## src/rtl/dmem_uart_tx_if.sv

```systemverilog
// Core data-port bundle between the RISC-V core (master) and the UART register window (slave).
// Latency: none, wires only; sel and rdata are driven combinationally by the slave.
// Backpressure: none; stores always complete in one cycle from the core's point of view.
interface dmem_uart_tx_if;
  logic [31:0] daddr;
  logic [31:0] ddata_w;
  logic        d_rw;
  logic        sel;
  logic [31:0] rdata;

  modport master (output daddr, output ddata_w, output d_rw, input sel, input rdata);
  modport slave  (input daddr, input ddata_w, input d_rw, output sel, output rdata);
endinterface

```

## src/rtl/dmem_uart_tx.sv

```systemverilog
// Memory-mapped 8N1 UART transmitter with TX FIFO; TXDATA/STATUS/BAUDDIV registers on the core data port.
// Latency: reads combinational; a byte pushed into an idle, empty UART drives the start bit one edge later.
// Backpressure: none to the core; pushes into a full FIFO are dropped and flagged by a sticky overflow bit.
module dmem_uart_tx #(
  parameter logic [31:0] BASE_ADDR   = 32'h0000_1000,
  parameter int          DEPTH       = 8,
  parameter logic [15:0] DEFAULT_DIV = 16'd433
) (
  input  logic           CLK,
  input  logic           RESET_N,
  dmem_uart_tx_if.slave  bus,
  output logic           txd,
  output logic           irq
);

  localparam int PTR_W = $clog2(DEPTH);
  localparam int CNT_W = PTR_W + 1;

  typedef enum logic [1:0] {S_IDLE, S_START, S_DATA, S_STOP} state_t;

  state_t           state_q, state_d;
  logic [PTR_W-1:0] wr_ptr_q, wr_ptr_d;
  logic [PTR_W-1:0] rd_ptr_q, rd_ptr_d;
  logic [CNT_W-1:0] count_q, count_d;
  logic             ovf_q, ovf_d;
  logic [15:0]      baud_q, baud_d;
  logic [15:0]      div_q, div_d;
  logic [15:0]      tick_q, tick_d;
  logic [2:0]       bit_q, bit_d;
  logic [7:0]       shreg_q, shreg_d;
  logic [7:0]       mem_q [DEPTH];

  logic sel;
  logic wr_txdata, wr_status, wr_baud;
  logic fifo_empty, fifo_full, busy;
  logic push, push_ok, pop;
  logic unused_wdata;

  // Address decode: 16-byte window, full low nibble compared so only aligned offsets hit a register.
  assign sel        = (bus.daddr[31:4] == BASE_ADDR[31:4]);
  assign wr_txdata  = sel & bus.d_rw & (bus.daddr[3:0] == 4'h0);
  assign wr_status  = sel & bus.d_rw & (bus.daddr[3:0] == 4'h4);
  assign wr_baud    = sel & bus.d_rw & (bus.daddr[3:0] == 4'h8);
  assign bus.sel    = sel;

  assign fifo_empty   = (count_q == '0);
  assign fifo_full    = (count_q == CNT_W'(DEPTH));
  assign busy         = (state_q != S_IDLE);
  assign irq          = fifo_empty & ~busy;
  assign unused_wdata = ^bus.ddata_w[31:16];

  // A push into a full FIFO still lands when the transmitter pops on the same edge.
  assign push    = wr_txdata;
  assign push_ok = push & (~fifo_full | pop);

  // Transmit FSM: pops the FIFO from IDLE or at the end of STOP, then times each bit with the latched divider.
  always_comb begin
    state_d = state_q;
    tick_d  = tick_q;
    bit_d   = bit_q;
    shreg_d = shreg_q;
    div_d   = div_q;
    pop     = 1'b0;
    case (state_q)
      S_IDLE: begin
        if (!fifo_empty) pop = 1'b1;
      end
      S_START: begin
        if (tick_q == div_q) begin
          tick_d  = '0;
          bit_d   = '0;
          state_d = S_DATA;
        end else begin
          tick_d = tick_q + 16'd1;
        end
      end
      S_DATA: begin
        if (tick_q == div_q) begin
          tick_d  = '0;
          shreg_d = {1'b0, shreg_q[7:1]};
          bit_d   = bit_q + 3'd1;
          if (bit_q == 3'd7) state_d = S_STOP;
        end else begin
          tick_d = tick_q + 16'd1;
        end
      end
      S_STOP: begin
        if (tick_q == div_q) begin
          tick_d  = '0;
          state_d = S_IDLE;
          if (!fifo_empty) pop = 1'b1;
        end else begin
          tick_d = tick_q + 16'd1;
        end
      end
      default: state_d = S_IDLE;
    endcase
    // Loading a new frame: divider is captured here so BAUDDIV writes only affect later frames.
    if (pop) begin
      state_d = S_START;
      shreg_d = mem_q[rd_ptr_q];
      div_d   = baud_q;
      tick_d  = '0;
    end
  end

  // Serial line is derived from registered state so an async reset forces it high immediately.
  always_comb begin
    txd = 1'b1;
    case (state_q)
      S_START: txd = 1'b0;
      S_DATA:  txd = shreg_q[0];
      default: txd = 1'b1;
    endcase
  end

  // FIFO pointers, occupancy, sticky overflow and divider register updates.
  always_comb begin
    wr_ptr_d = wr_ptr_q;
    rd_ptr_d = rd_ptr_q;
    count_d  = count_q;
    ovf_d    = ovf_q;
    baud_d   = baud_q;
    if (push_ok) wr_ptr_d = wr_ptr_q + PTR_W'(1);
    if (pop)     rd_ptr_d = rd_ptr_q + PTR_W'(1);
    case ({push_ok, pop})
      2'b10:   count_d = count_q + CNT_W'(1);
      2'b01:   count_d = count_q - CNT_W'(1);
      default: count_d = count_q;
    endcase
    if (push & fifo_full & ~pop)              ovf_d = 1'b1;
    else if (wr_status & bus.ddata_w[3])      ovf_d = 1'b0;
    if (wr_baud) baud_d = (bus.ddata_w[15:0] == 16'd0) ? 16'd1 : bus.ddata_w[15:0];
  end

  // Zero-latency register read mux; no side effects.
  always_comb begin
    bus.rdata = '0;
    if (sel) begin
      case (bus.daddr[3:0])
        4'h4:    bus.rdata = {16'b0, 8'(count_q), 4'b0, ovf_q, busy, fifo_empty, fifo_full};
        4'h8:    bus.rdata = {16'b0, baud_q};
        default: bus.rdata = '0;
      endcase
    end
  end

  // Control state register; reset discards queued bytes by clearing the pointers.
  always_ff @(posedge CLK or negedge RESET_N) begin
    if (!RESET_N) begin
      state_q  <= S_IDLE;
      wr_ptr_q <= '0;
      rd_ptr_q <= '0;
      count_q  <= '0;
      ovf_q    <= 1'b0;
      baud_q   <= DEFAULT_DIV;
      div_q    <= DEFAULT_DIV;
      tick_q   <= '0;
      bit_q    <= '0;
      shreg_q  <= '0;
    end else begin
      state_q  <= state_d;
      wr_ptr_q <= wr_ptr_d;
      rd_ptr_q <= rd_ptr_d;
      count_q  <= count_d;
      ovf_q    <= ovf_d;
      baud_q   <= baud_d;
      div_q    <= div_d;
      tick_q   <= tick_d;
      bit_q    <= bit_d;
      shreg_q  <= shreg_d;
    end
  end

  // FIFO storage; contents need no reset since the pointers define validity.
  always_ff @(posedge CLK) begin
    if (push_ok) mem_q[wr_ptr_q] <= bus.ddata_w[7:0];
  end

endmodule
```

## src/flat_wrapper.sv

```systemverilog
// flat-port wrapper written by rule: the top's interface ports become plain ports
module dmem_uart_tx_flat 
#(
  parameter logic [31:0] BASE_ADDR   = 32'h0000_1000,
  parameter int          DEPTH       = 8,
  parameter logic [15:0] DEFAULT_DIV = 16'd433
)
  (CLK, RESET_N, txd, irq, bus_daddr, bus_ddata_w, bus_d_rw, bus_sel, bus_rdata);
  dmem_uart_tx_if bus_i ();
  input  logic CLK;
  input  logic RESET_N;
  output logic txd;
  output logic irq;
  input wire logic [$bits(bus_i.daddr)-1:0] bus_daddr;
  input wire logic [$bits(bus_i.ddata_w)-1:0] bus_ddata_w;
  input wire logic [$bits(bus_i.d_rw)-1:0] bus_d_rw;
  output wire logic [$bits(bus_i.sel)-1:0] bus_sel;
  output wire logic [$bits(bus_i.rdata)-1:0] bus_rdata;
  assign bus_i.daddr = bus_daddr;
  assign bus_i.ddata_w = bus_ddata_w;
  assign bus_i.d_rw = bus_d_rw;
  assign bus_sel = bus_i.sel;
  assign bus_rdata = bus_i.rdata;
  dmem_uart_tx #(.BASE_ADDR(BASE_ADDR), .DEPTH(DEPTH), .DEFAULT_DIV(DEFAULT_DIV)) u_core (.CLK(CLK), .RESET_N(RESET_N), .bus(bus_i), .txd(txd), .irq(irq));
endmodule
```

## config.mk

```make
export PLATFORM = sky130hd
export DESIGN_NAME = dmem_uart_tx_flat
export DESIGN_NICKNAME = d
export VERILOG_FILES = /design/src/rtl/dmem_uart_tx_if.sv /design/src/rtl/dmem_uart_tx.sv /design/src/flat_wrapper.sv
export SDC_FILE = /design/constraint.sdc
export NUM_CORES = 1
export LEC_CHECK = 0
export BUFFER_PORTS_ARGS = -buffer_cell sky130_fd_sc_hd__buf_2
export CORE_MARGIN = 2
export CORE_UTILIZATION = 57
export CTS_CLUSTER_DIAMETER = 40
export CTS_CLUSTER_SIZE = 12
export DETAILED_ROUTE_END_ITERATION = 10
export PLACE_DENSITY_LB_ADDON = 0.1
export SYNTH_ARGS = -nofsm -noshare
export SYNTH_HDL_FRONTEND = slang
export SYNTH_SLANG_ARGS = --single-unit
```

## constraint.sdc

```tcl
create_clock -name CLK -period 3.6 [get_ports CLK]
set_clock_uncertainty 0.1 [all_clocks]
set_input_delay 1.08 -clock CLK [delete_from_list [all_inputs] [get_ports CLK]]
set_output_delay 1.08 -clock CLK [all_outputs]
set_load 0.02 [all_outputs]
```

# Word level (Yosys, flattened, before mapping)
# Memory sizes are Yosys's and may differ from the RTL's.
# Index checks and enable logic that the tools add are counted.
# op_classes
add_sub_neg	6
n_mul	0
div_mod_pow	0
magnitude_cmp	0
eq_ne	17
n_shift	0
muxes	27
bitwise	13
n_reduce_logical	16
# ops
op	count
$mux W16	4
$mux W32	1
$pmux W16 S2	1
$eq A28 B9 Y1 const B	1
$mux W8	3
$add A16 B1 Y16 const B	1
$eq A16 B16 Y1	1
$logic_not A16 Y1	1
$reduce_bool A2 Y1	7
$ne A3 B1 Y1 const B	4
$mux W2	5
$add A3 B1 Y3 const B	3
$and A1 B1 Y1	9
$eq A4 B4 Y1 const B	2
$logic_not A4 Y1	2
$pmux W4 S2	1
$eq A2 B2 Y1 const B	3
$mux W1	6
$mux W3	2
$pmux W2 S3	1
$pmux W3 S2	1
$reduce_and A5 Y1	1
$add A4 B1 Y4 const B	1
$eq A2 B1 Y1 const B	2
12 further kinds	16
# word_totals
ff_bits	72
latchBits	0
ramBits	64
rom_bits	0
input_bits	67
output_inout_bits	35
elab_cells	90
n_memories	1
# mem_list
name	depth	word_bits	rd	rd_clocked_by_memory_dff	write_ports	line_no	source
u_core.mem_q	8	8	1	0	1	dmem_uart_tx.sv:31	logic [7:0] mem_q [DEPTH];

# Depth between registers and ports, before layout
# logic_depth
depth_word	8
depth_mapped	12
depth_no_buf	11

# Worst setup path after synthesis
# No wires, ideal clock.
# synth_path
path_kind	input to register
start	input port bus_daddr[27]
end	memory u_core.mem_q[1][0] (enable)
setup_ps	398
arrival_ps	3284
required_ps	3102
slack_ps	-182
cell_stages	5
path_buffers	1
cell_sequence	or4_1 nor4_1 buf_2 o21ai_2 nor4b_1
# synth_between
elab_chain_cells	6
# synth_rtl
element	line_no	source
start, declared	flat_wrapper.sv:14	input wire logic [$bits(bus_i.daddr)-1:0] bus_daddr;
$eq A28 B9 Y1	dmem_uart_tx.sv:40	assign sel = (bus.daddr[31:4] == BASE_ADDR[31:4]);
$and A1 B1 Y1 (2 in series)	dmem_uart_tx.sv:41	assign wr_txdata = sel & bus.d_rw & (bus.daddr[3:0] == 4'h0);
$and A1 B1 Y1	dmem_uart_tx.sv:54	assign push_ok = push & (~fifo_full | pop);
$mux W1	dmem_uart_tx.sv:177	if (push_ok) mem_q[wr_ptr_q] <= bus.ddata_w[7:0];
$mux W1 (not written as such)	dmem_uart_tx.sv:177	
end, declared	dmem_uart_tx.sv:31	
# No other way between the ends.

# Worst setup path in the final report
# layout_path
start	input port bus_daddr[27]
end	output port bus_rdata[1]
# layout_between
elab_chain_cells	2
# layout_rtl
element	line_no	source
$eq A28 B9 Y1	dmem_uart_tx.sv:40	
$mux W32	dmem_uart_tx.sv:139	if (sel) begin
end, declared	flat_wrapper.sv:18	output wire logic [$bits(bus_i.rdata)-1:0] bus_rdata;
# No other way between the ends.

==> impl_metrics.toml <==
[run_status]
status = "complete, but fails checks"
violations = "setup timing"

[place]
gp_congestion = 0.812
hpwl_um = 9480
place.port_buffers = 69
placed_area_mm2 = 0.00708

[yosys]
synthCells = 465
synth_edf_count = 64
yosysTopAreaCell = "edfxtp_1"
async_reset_ff_share_pct = 52.9
yosysUniqueCellTypes = 59
ys_seq_area_share_pct = 57.9
ys_top_cells_by_area = "edfxtp_1, dfrtp_1, mux2_2, mux4_2, dfstp_2"
netlist_area_mm2 = 0.00645
syn_area_per_cell_um2 = 13.9
ys_seq_elements = 136
synthFlopType = "edfxtp_1"
yosys_warnings = 0
synth_top_area_share_pct = 29.8

[timing]
setup_violations = 15
setup_ws_ns = -0.129
whs_ns = 0.387
worst_pin_slew_ns = 0.778
layout_min_cycle_time_ns = 3.73
clock.fmax_mhz = 268
relSlewSlack_pct = 48.1
rsz0062_at_grt = "true"
period_share_pct = 104
drv_slew = 0
final_hold_viol_count = 0

[clock_network]
clock_sinks = 136
cts_tree = "done"
clkTransAtPathRegs_ns = 0.06
cts_root_buf = "clkbuf_16"
insertion_delay_ns = 0.42
htree_levels = 4
clk_path_buf_depth = 2
numCtsBuffers = 17
cts_hold_buf = 0

[drt]
wire_per_inst_um = 19.0
ant_nets = 0
avgViaCountPerCell = 5.74
wl_um = 13700
first_iter_violations = 338
num_vias = 4140
route.detailed.drc = 0
dr.pass1.iters = 4

[critical_path]
path_cells = "buf_6 > or4_4 > or3_4 > buf_8 > nor2_2 > buf_4"
crit_type = "in -> out"
slowest_delay_ns = 0.52
endpoint_kind = "output pin"
worstPathMaxFanout = 6
crit_path_start_kind = "input pin"
cp.required_ns = 2.42
crit_slowest_cell = "or4_4"
arrival_ns = 2.55

[die]
rows = 38
core_mm2 = 0.0109
start_util_pct = 59.0
die_area_mm2 = 0.0122
ios = 102
die_height_um = 110
die_w_um = 110

[min_path]
hp-class = "reg -> reg"

[grt]
grt.overflow.total = 0
antenna_found_initial = 1
grt_first_pass_wirelength_um = 21800
groute.usage.overall_pct = 24.9
grt_pass1_vias = 4128
grt_start_max_net_pins = 31

[flow_run]
drv_cap = 0

[power_and_ir_drop]
ir_worst_vdd_v = 0.000397
leakagePower_nw = 3.36
power.density_mw_per_mm2 = 418

[final_layout]
fin_area_mm2 = 0.00788
multi_input_area_mm2 = 0.00269
nets = 646
seqCellArea_mm2 = 0.00374
drive_above_1_share_pct = 40.2
nFillCells = 734
post-route-util_pct = 72.0
area_growth_pct = 22.2
-- cell usage after synthesis, types with 2 or more instances --
cell / count
a21oi_1: 4
a221o_1: 6
a22o_1: 4
a22oi_1: 7
a2bb2oi_1: 2
and2_1: 3
and3_1: 10
and4_1: 4
buf_2: 6
buf_4: 17
clkbuf_1: 10
dfrtp_1: 62
dfstp_2: 10
edfxtp_1: 64
ha_1: 12
inv_1: 7
mux2_2: 34
mux2i_1: 11
mux4_2: 16
nand2_1: 21
nand3_1: 6
nand4_1: 8
nor2_1: 30
nor2b_1: 3
nor3_1: 8
nor3b_1: 3
nor4_1: 14
nor4_4: 5
nor4b_1: 3
o211ai_1: 2
o21ai_0: 10
or3_1: 4
xnor2_1: 11
xor2_1: 23
-- critical path, delay by kind of cell --
family | cells | cell delay, ns
simple gates | 3 | 1.07
buf+inv | 3 | 0.40
-- cells in the final DEF (no fill, tap or decap), types with 7 or more instances in the layout --
cell / instances
edfxtp_1: 64
dfrtp_1: 62
buf_2: 52
mux2_2: 34
buf_4: 33
xor2_1: 23
nor2_1: 23
nand2_1: 21
clkbuf_16: 17
mux4_2: 16
conb_1: 16
buf_6: 15
ha_1: 12
xnor2_1: 11
mux2i_1: 11
o21ai_0: 10
dfstp_2: 10
nor4_1: 9
nand4_1: 8
nor3_1: 8
and3_4: 7
a22oi_1: 7
inv_1: 7
-- stage by stage --
step           setup TNS (ns)  total power [mW]  setup WS, ns  instances
4_1_cts                -0.768              3.32       -0.0906        716
6_report                -1.66              3.29        -0.129        721
5_1_grt                 -3.23              3.40        -0.168        720
2_1_floorplan         -0.0293              1.72       -0.0248        480
3_3_place_gp            -2.36              1.77        -0.172        678
3_5_place_dp            -2.60              1.77        -0.199        678
-- routing by layer --
layer | up-vias | track usage (%) | share of wire (%)
met2 | 104 | 39.2 | 50
met4 | 0 | 7.59 | 0.99
met5 | - | 0 | 0
met3 | 11 | 6.11 | 4.6
li1 | 1936 | - | -
met1 | 2089 | 34.6 | 45
-- cell type report --
class | count | area share [%]
inverters | 8 | 0.445
multi-input cells | 302 | 34.1
repair buffers | 102 | 9.04
clock inverters | 12 | 1.19
diodes | 1 | 0.0318
well taps | 140 | 2.22
flip-flops and latches | 136 | 47.4
clock buffers | 20 | 5.54
-- final timing paths --
check / from / end / slack (ns) / cells after the start
worst max-delay path: bus_daddr[27] / bus_rdata[1] / -0.13 / 6
worst min-delay path: u_core.shreg_q[7] / u_core.shreg_q[7] / 0.39 / 2
worst max register to register: u_core.state_q[0] / u_core.count_q[2] / 0.91 / 10
worst min register to register: u_core.shreg_q[7] / u_core.shreg_q[7] / 0.39 / 2
max in group asynchronous: RESET_N / u_core.div_q[8] / 1.95 / 2
min in group asynchronous: RESET_N / u_core.tick_q[12] / 0.58 / 1
-- where the power goes --
part	internal, mW	total (mW)	switching, mW	leakage (nW)
sequential	1.63	1.63	0.00157	1.51
combinational	0.0398	0.115	0.0752	1.60
clock	0.888	1.55	0.658	0.254
-- flip-flops by register name (all words and copies together), names as in the netlist --
| signal | cells |
|---|---|
| u_core.bit_q | 3 |
| u_core.mem_q | 64 |
| u_core.tick_q | 16 |
| u_core.ovf_q | 1 |
| u_core.div_q | 16 |
| u_core.shreg_q | 8 |
| u_core.wr_ptr_q | 3 |
| u_core.rd_ptr_q | 3 |
| u_core.count_q | 4 |
| u_core.baud_q | 16 |
| u_core.state_q | 2 |
-- logic make-up (layout without fill, tap and decap cells) --
kind of cell    count (synthesis)  after routing  share of synthesized area, %
xor+xnor                       35             35                          4.87
simple gates                  132            132                          12.5
fa+ha+maj                      12             12                          2.33
buf+inv                        42            142                          3.55
compound gates                 46             46                          5.53
mux                            61             61                          13.2
flops                         136            136                          57.9
other cells                     1             17                        0.0582
-- timing repair --
item | CTS | global route
setup endpoints to repair | 17 | 79
buffers inserted | 6 | 4
pin swaps | 1 | 3
resized for setup | 38 | 14
Note: power is estimated with default switching activity, not from simulation.
